File: config.mk
export PLATFORM = sky130hd
export DESIGN_NAME = add_reduce_flat
export DESIGN_NICKNAME = d
export VERILOG_FILES = /design/src/rtl/add_reduce_if.sv /design/src/rtl/add_reduce.sv /design/src/flat_wrapper.sv
export SDC_FILE = /design/constraint.sdc
export NUM_CORES = 1
export LEC_CHECK = 0
export ABC_AREA = 1
export CORE_ASPECT_RATIO = 0.5
export CORE_MARGIN = 10
export CORE_UTILIZATION = 39
export CTS_BUF_LIST = sky130_fd_sc_hd__clkbuf_4 sky130_fd_sc_hd__clkbuf_8
export DETAILED_ROUTE_END_ITERATION = 8
export PLACE_DENSITY = 0.61
export SYNTH_ARGS = -nofsm -noshare
export SYNTH_HDL_FRONTEND = slang
export SYNTH_SLANG_ARGS = --single-unit
File: constraint.sdc
create_clock -name clk -period 5.7 [get_ports clk]
set_clock_uncertainty 0.1 [all_clocks]
set_input_delay 1.14 -clock clk [delete_from_list [all_inputs] [get_ports clk]]
set_output_delay 1.14 -clock clk [all_outputs]
set_load 0.005 [all_outputs]
File: src/rtl/add_reduce_if.sv
// ---------------------------------------------------------------------------
// add_reduce_if
// Bundles the operand-load strobe, the packed operand bus and the result side
// of add_reduce.
//
// Handshake semantics: r_enable is a single-cycle load strobe with no ready;
// it is accepted on every rising edge where it is high, in any state, and
// aborts any reduction in progress. w_enable is a level-valid: while it is
// high, result (and ovf) are final and stable, and they stay so until the
// next accepted load. busy is high exactly while a reduction is running.
//
// Parameters: N_IN operands of IN_W bits, OUT_W-bit result.
// Signals:
//   r_enable  : load/start strobe (master -> slave)
//   init_vals : N_IN*IN_W packed operands, operand i at [i*IN_W +: IN_W]
//   busy      : reduction in progress (slave -> master)
//   w_enable  : result valid level (slave -> master)
//   result    : final sum (slave -> master)
//   ovf       : sticky saturation flag (slave -> master)
// ---------------------------------------------------------------------------
interface add_reduce_if #(
    parameter int N_IN  = 7,
    parameter int IN_W  = 10,
    parameter int OUT_W = IN_W + $clog2(N_IN)
);
    logic                   r_enable;
    logic [N_IN*IN_W-1:0]   init_vals;
    logic                   busy;
    logic                   w_enable;
    logic [OUT_W-1:0]       result;
    logic                   ovf;

    modport master (
        output r_enable, init_vals,
        input  busy, w_enable, result, ovf
    );

    modport slave (
        input  r_enable, init_vals,
        output busy, w_enable, result, ovf
    );
endinterface

File: src/rtl/add_reduce.sv
// ---------------------------------------------------------------------------
// add_reduce
// Resource-shared multi-operand adder. A load captures N_IN operands
// (sign- or zero-extended to OUT_W), then each cycle up to N_ADD adjacent
// pairs are summed and the remaining live values are compacted down, until
// a single value is left. That value is presented on result with w_enable
// held high until the next load.
//
// Optional feature macro: ADD_REDUCE_SAT_EN
//   defined   : every add saturates to the OUT_W range, sticky ovf flag
//   undefined : adds wrap modulo 2^OUT_W, ovf tied to 0
//
// Ports:
//   clk         : clock, rising edge
//   rst_n       : asynchronous active-low reset
//   bus         : add_reduce_if.slave (r_enable, init_vals, busy,
//                 w_enable, result, ovf)
//   dbg_state_o : FSM state for observation (0 = IDLE, 1 = RUN, 2 = DONE)
// ---------------------------------------------------------------------------
module add_reduce #(
    parameter int N_IN   = 7,
    parameter int IN_W   = 10,
    parameter int OUT_W  = IN_W + $clog2(N_IN),
    parameter int N_ADD  = 1,
    parameter int SIGNED = 0
) (
    input  logic        clk,
    input  logic        rst_n,
    add_reduce_if.slave bus,
    output logic [1:0]  dbg_state_o
);
    localparam int KW   = $clog2(N_IN + 1);
    localparam int HALF = N_IN / 2;
    // Adders beyond floor(N_IN/2) could never be used.
    localparam int NA   = (N_ADD < HALF) ? N_ADD : HALF;

    typedef enum logic [1:0] {
        S_IDLE = 2'd0,
        S_RUN  = 2'd1,
        S_DONE = 2'd2
    } state_t;

    state_t           state_q;
    logic             busy_q;
    logic             we_q;
    logic [OUT_W-1:0] res_q;
    logic [OUT_W-1:0] v_q  [N_IN];
    logic [OUT_W-1:0] v_d  [N_IN];
    logic [OUT_W-1:0] ld_v [N_IN];
    logic [KW-1:0]    k_q;
    logic [KW-1:0]    k_d;
    logic [KW-1:0]    p;

`ifdef ADD_REDUCE_SAT_EN
    logic             ovf_q;
    logic             step_ovf;
    logic [OUT_W:0]   sum_t;

    // Returns {overflowed, saturated_sum}.
    function automatic logic [OUT_W:0] sat_add(input logic [OUT_W-1:0] a,
                                               input logic [OUT_W-1:0] b);
        logic [OUT_W:0]   s;
        logic [OUT_W-1:0] r;
        logic             o;
        s = {1'b0, a} + {1'b0, b};
        r = s[OUT_W-1:0];
        o = 1'b0;
        if (SIGNED != 0) begin
            // Signed overflow: equal operand signs, different result sign.
            if ((a[OUT_W-1] == b[OUT_W-1]) && (r[OUT_W-1] != a[OUT_W-1])) begin
                o = 1'b1;
                if (a[OUT_W-1]) begin
                    r = '0;
                    r[OUT_W-1] = 1'b1;
                end else begin
                    r = '1;
                    r[OUT_W-1] = 1'b0;
                end
            end
        end else if (s[OUT_W]) begin
            o = 1'b1;
            r = '1;
        end
        return {o, r};
    endfunction
`endif

    // Operand extension for the load path.
    always_comb begin
        for (int i = 0; i < N_IN; i++) begin
            if (SIGNED != 0) begin
                ld_v[i] = OUT_W'($signed(bus.init_vals[i*IN_W +: IN_W]));
            end else begin
                ld_v[i] = OUT_W'(bus.init_vals[i*IN_W +: IN_W]);
            end
        end
    end

    // One reduction step: pairs (2j, 2j+1) for j < p land in slot j, and the
    // untouched tail v[2p..k-1] slides down by p, keeping operand order.
    always_comb begin
        v_d = v_q;
`ifdef ADD_REDUCE_SAT_EN
        step_ovf = 1'b0;
        sum_t    = '0;
`endif
        p   = ((k_q >> 1) < KW'(NA)) ? (k_q >> 1) : KW'(NA);
        for (int j = 0; j < N_IN; j++) begin
            if ((j >= int'(p)) && (j + int'(p) < int'(k_q))) begin
                v_d[j] = v_q[j + int'(p)];
            end
        end
        for (int j = 0; j < NA; j++) begin
            if (j < int'(p)) begin
`ifdef ADD_REDUCE_SAT_EN
                sum_t    = sat_add(v_q[2*j], v_q[2*j+1]);
                v_d[j]   = sum_t[OUT_W-1:0];
                step_ovf = step_ovf | sum_t[OUT_W];
`else
                v_d[j] = v_q[2*j] + v_q[2*j+1];
`endif
            end
        end
        k_d = k_q - p;
    end

    always_ff @(posedge clk or negedge rst_n) begin
        if (!rst_n) begin
            state_q <= S_IDLE;
            busy_q  <= 1'b0;
            we_q    <= 1'b0;
            res_q   <= '0;
            k_q     <= '0;
            for (int i = 0; i < N_IN; i++) begin
                v_q[i] <= '0;
            end
`ifdef ADD_REDUCE_SAT_EN
            ovf_q   <= 1'b0;
`endif
        end else if (bus.r_enable) begin
            // A load wins in every state and drops any running reduction.
            v_q <= ld_v;
            k_q <= KW'(N_IN);
`ifdef ADD_REDUCE_SAT_EN
            ovf_q <= 1'b0;
`endif
            if (N_IN == 1) begin
                state_q <= S_DONE;
                busy_q  <= 1'b0;
                we_q    <= 1'b1;
                res_q   <= ld_v[0];
            end else begin
                state_q <= S_RUN;
                busy_q  <= 1'b1;
                we_q    <= 1'b0;
            end
        end else begin
            case (state_q)
                S_RUN: begin
                    v_q <= v_d;
                    k_q <= k_d;
`ifdef ADD_REDUCE_SAT_EN
                    ovf_q <= ovf_q | step_ovf;
`endif
                    if (k_d == KW'(1)) begin
                        res_q   <= v_d[0];
                        we_q    <= 1'b1;
                        busy_q  <= 1'b0;
                        state_q <= S_DONE;
                    end
                end
                default: begin
                    // IDLE and DONE hold until the next load.
                end
            endcase
        end
    end

    assign bus.busy     = busy_q;
    assign bus.w_enable = we_q;
    assign bus.result   = res_q;
`ifdef ADD_REDUCE_SAT_EN
    assign bus.ovf      = ovf_q;
`else
    assign bus.ovf      = 1'b0;
`endif
    assign dbg_state_o  = state_q;

endmodule

File: src/flat_wrapper.sv
// flat-port wrapper written by rule: the top's interface ports become plain ports
module add_reduce_flat 
#(
    parameter int N_IN   = 7,
    parameter int IN_W   = 10,
    parameter int OUT_W  = IN_W + $clog2(N_IN),
    parameter int N_ADD  = 1,
    parameter int SIGNED = 0
)
  (clk, rst_n, dbg_state_o, bus_r_enable, bus_init_vals, bus_busy, bus_w_enable, bus_result, bus_ovf);
  add_reduce_if #(.N_IN(N_IN), .IN_W(IN_W), .OUT_W(OUT_W)) bus_i ();
  input  logic clk;
  input  logic rst_n;
  output logic [1:0] dbg_state_o;
  input wire logic [$bits(bus_i.r_enable)-1:0] bus_r_enable;
  input wire logic [$bits(bus_i.init_vals)-1:0] bus_init_vals;
  output wire logic [$bits(bus_i.busy)-1:0] bus_busy;
  output wire logic [$bits(bus_i.w_enable)-1:0] bus_w_enable;
  output wire logic [$bits(bus_i.result)-1:0] bus_result;
  output wire logic [$bits(bus_i.ovf)-1:0] bus_ovf;
  assign bus_i.r_enable = bus_r_enable;
  assign bus_i.init_vals = bus_init_vals;
  assign bus_busy = bus_i.busy;
  assign bus_w_enable = bus_i.w_enable;
  assign bus_result = bus_i.result;
  assign bus_ovf = bus_i.ovf;
  add_reduce #(.N_IN(N_IN), .IN_W(IN_W), .OUT_W(OUT_W), .N_ADD(N_ADD), .SIGNED(SIGNED)) u_core (.clk(clk), .rst_n(rst_n), .bus(bus_i), .dbg_state_o(dbg_state_o));
endmodule
==> results.cfg <==
[run_status]
status = complete, no violations

[floorplan]
floorplan.core_area_um2 = 13800
dieHeight_um = 105
die_width_um = 189
pin_count = 91
initial_core_util_pct = 40.5
dieArea_um2 = 19800
num_rows = 30

[worst_setup_path]
reg2regPathDepth = 11
cp_data_required_time_ps = 5920
worst-path-max-fanout = 27
cp_slowest_cell = inv_1
reg2reg_slack_ps = 2210
r2r-end = u_core.bus.result[7]$_DFFE_PN0P_
crit_path_cell_trace = nor2_4, inv_1, ha_1, fa_1, inv_1, nor2_1, nand3_1, buf_4, inv_1, nand3_1, nand2_1
start_kind = flop
setup.worst_path.end_class = flop
r2r_start = u_core.k_q[1]$_DFFE_PN0P_
crit_path_frequent_cell = inv_1
cp_top_family = buffers and inverters
max_stage_delay_ps = 550
path_class = flop to flop
worst-path-buf-inv = 4
arrival_ps = 3710

[routing]
drtIter0Drc = 380
wl_met2_um = 6740
via_count = 4641
topRoutingLayerUsed = met4
routed_via_density = 4.92
drc = 0
final_antenna_net_count = 0
wl_per_cell_um = 15.2
dr.pass1.iters = 4
m1WireLength_um = 6850
met3_length_um = 671
wl_um = 14400

[power]
clkPwrFrac_pct = 12.8
power_density_nw_per_um2 = 518
switching_share_pct = 43.7
power_leakage_uw = 0.00319
netSwitchingPower_uw = 1530
combPwrFrac_pct = 49.8
seqPwrFrac_pct = 37.3
p_int_uw = 1980
vdd_ir_drop_max_uv = 161

[layout]
drive_gt1_share_pct = 5.98
area_growth_pct = 21.3
fin_cells = 944
n_antenna_cell = 0
fin_nets = 839

[logic_synthesis]
ys_seq_area_share_pct = 48.8
async_flop_share_pct = 100
synth-main-ff-cell = dfrtp_1
avgSynthCellArea_um2 = 8.31
ys_warn_count = 0
netlist_instances = 672
synth_edf_count = 0
synth_seq_cells = 109
synthesis.area_um2 = 5580
ys_types = 36

[placement]
post-dp-hpwl_um = 10400
placed_cells = 928
routabilityCongestion = 0.886
dp_slack_ps = 1950
io_buffers = 89

[grt]
grt_max_degree = 86
gr-total-overflow = 0
antenna_found_initial = 0
grt_pass1_wl_um = 24100
grt_usage_pct = 14.6
first_global_vias = 4693

[min_path]
hold_path_end = u_core.bus.result[6]$_DFFE_PN0P_
min_path_type = flop to flop
hold_start = u_core.bus.result[6]$_DFFE_PN0P_
worstHoldPathCells = 2

[clock_network]
clock_path_buffers = 2
root_buffer = clkbuf_8
cts_resized = 0
cts_hold_buf = 0
cts_sinks = 109
cts_buffers = 9
clkLatencyLatePin_ps = 380
clk_pin_slew_ps = 110
postCtsSetupBuffers = 0
htreeDepth = 3
tritoncts = built

[sta]
setup_tns_ps = 0
setup_violations = 0
rsz0062_at_grt = no
fin_crit_sh_pct = 61.2
fin_ws_ps = 2210
slew_viol_final = 0
tightest_slew_ps = 1060
slew-limit-headroom_pct = 29.5
fmax_mhz = 287
finalHoldViolCount = 0
layout_min_cycle_time_ps = 3490

[flow_run]
cap_violations = 0
[layer usage]
layer / vias to the layer above / track usage [%]
met5: - / 0
met3: 8 / 3.65
li1: 2363 / -
met2: 88 / 24.2
met1: 2182 / 18.9
met4: 0 / 3.04
[worst max path at each step]
stage                              startpoint                               end  slack [ps]  cells past startpoint
floorplan                        bus_r_enable        u_core.v_q[43]$_DFFE_PN0P_        3360                     12
global placement                 bus_r_enable         u_core.v_q[5]$_DFFE_PN0P_        2100                      7
detailed placement               bus_r_enable         u_core.v_q[4]$_DFFE_PN0P_        1950                      7
CTS                 u_core.k_q[2]$_DFFE_PN0P_  u_core.bus.result[7]$_DFFE_PN0P_        2210                     11
global route        u_core.k_q[1]$_DFFE_PN0P_  u_core.bus.result[7]$_DFFE_PN0P_        1970                     10
finish              u_core.k_q[1]$_DFFE_PN0P_  u_core.bus.result[7]$_DFFE_PN0P_        2210                     11
[cell usage in the layout (no fill, tap or decap), drive strengths merged]
| master | instances |
|---|---|
| clkinv | 4 |
| nand3 | 31 |
| a21o | 1 |
| xnor2 | 3 |
| mux2i | 7 |
| xor2 | 3 |
| a2bb2oi | 8 |
| clkbuf | 9 |
| ha | 17 |
| clkdlybuf4s50 | 87 |
| a22oi | 3 |
| o21ai | 36 |
| a31oi | 11 |
| or2 | 3 |
| nor2 | 85 |
| dfrtp | 109 |
| o22ai | 30 |
| nand2 | 151 |
| nand4 | 4 |
| conb | 5 |
| a22o | 2 |
| buf | 7 |
| o211ai | 7 |
| fa | 2 |
| o31ai | 10 |
| nand3b | 1 |
| inv | 78 |
| a21oi | 34 |
| o21bai | 4 |
[worst reg2reg max path: cells and delay by family (launching register included)]
family	cells	cell delay [ps]
DFF	1	460
buffers and inverters	4	1100
adders and majority gates	2	910
and+or+nand+nor	5	870
[final cells by class]
cell class                      count  area, um^2
Clock buffer                        9         124
Clock inverter                      7        57.6
Fill cell                        1358        7000
Inverter                           75         282
Multi-Input combinational cell    458        2420
Sequential cell                   109        2730
Tap cell                          192         240
Timing Repair Buffer               94         921
[power by group through the flow]
| stage | clock, uW | sequential [uW] | combinational, uW |
|---|---|---|---|
| after global routing | 492 | 1350 | 2030 |
| final | 451 | 1310 | 1750 |
| after CTS | 466 | 1310 | 1760 |
| after global placement | 0 | 1320 | 1710 |
| after detailed placement | 0 | 1320 | 1750 |
| after floorplan | 0 | 1260 | 1310 |
[registers in the layout (all words and copies together), names as in the netlist]
name,flops
u_core.v_q,91
u_core.bus.result,13
u_core.k_q,3
u_core.bus.w_enable,1
u_core.dbg_state_o,1
[metrics by stage]
step | total power (uW) | hold WS, ps | area [um^2] | utilization [%]
3_5_place_dp | 3070 | 365 | 6590 | 47.9
5_1_grt | 3870 | 420 | 6780 | 49.2
4_1_cts | 3530 | 394 | 6780 | 49.2
2_1_floorplan | 2570 | 358 | 5600 | -
6_report | 3510 | 390 | 6780 | 49.2
3_3_place_gp | 3030 | 365 | 6590 | 47.9
[cells in the mapped netlist, drive strengths merged (3+ instances only)]
library cell,number,area (um^2)
nand2,151,574
dfrtp,109,2730
nor2,85,344
inv,75,282
o21ai,36,203
a21oi,34,170
nand3,31,155
o22ai,30,188
buf,22,121
ha,17,213
a31oi,11,68.8
clkbuf,11,41.3
o31ai,10,75.1
a2bb2oi,8,70.1
mux2i,7,70.1
o211ai,7,52.6
nand4,4,25.0
o21bai,4,30.0
a22oi,3,22.5
or2,3,18.8
xnor2,3,26.3
xor2,3,26.3
[kinds of logic (layout without fill, tap and decap cells)]
kind of cell    Yosys count  in the layout  synth area share [%]
compound gates          146            146                  16.2
xor+xnor                  6              6                 0.941
fa+ha+maj                19             19                  4.53
buf+inv                 108            185                  7.95
flops                   109            109                  48.8
mux                       7              7                  1.25
other cells               2              5                 0.134
simple gates            275            275                  20.1
No activity file was read; power rests on OpenSTA's default activity.
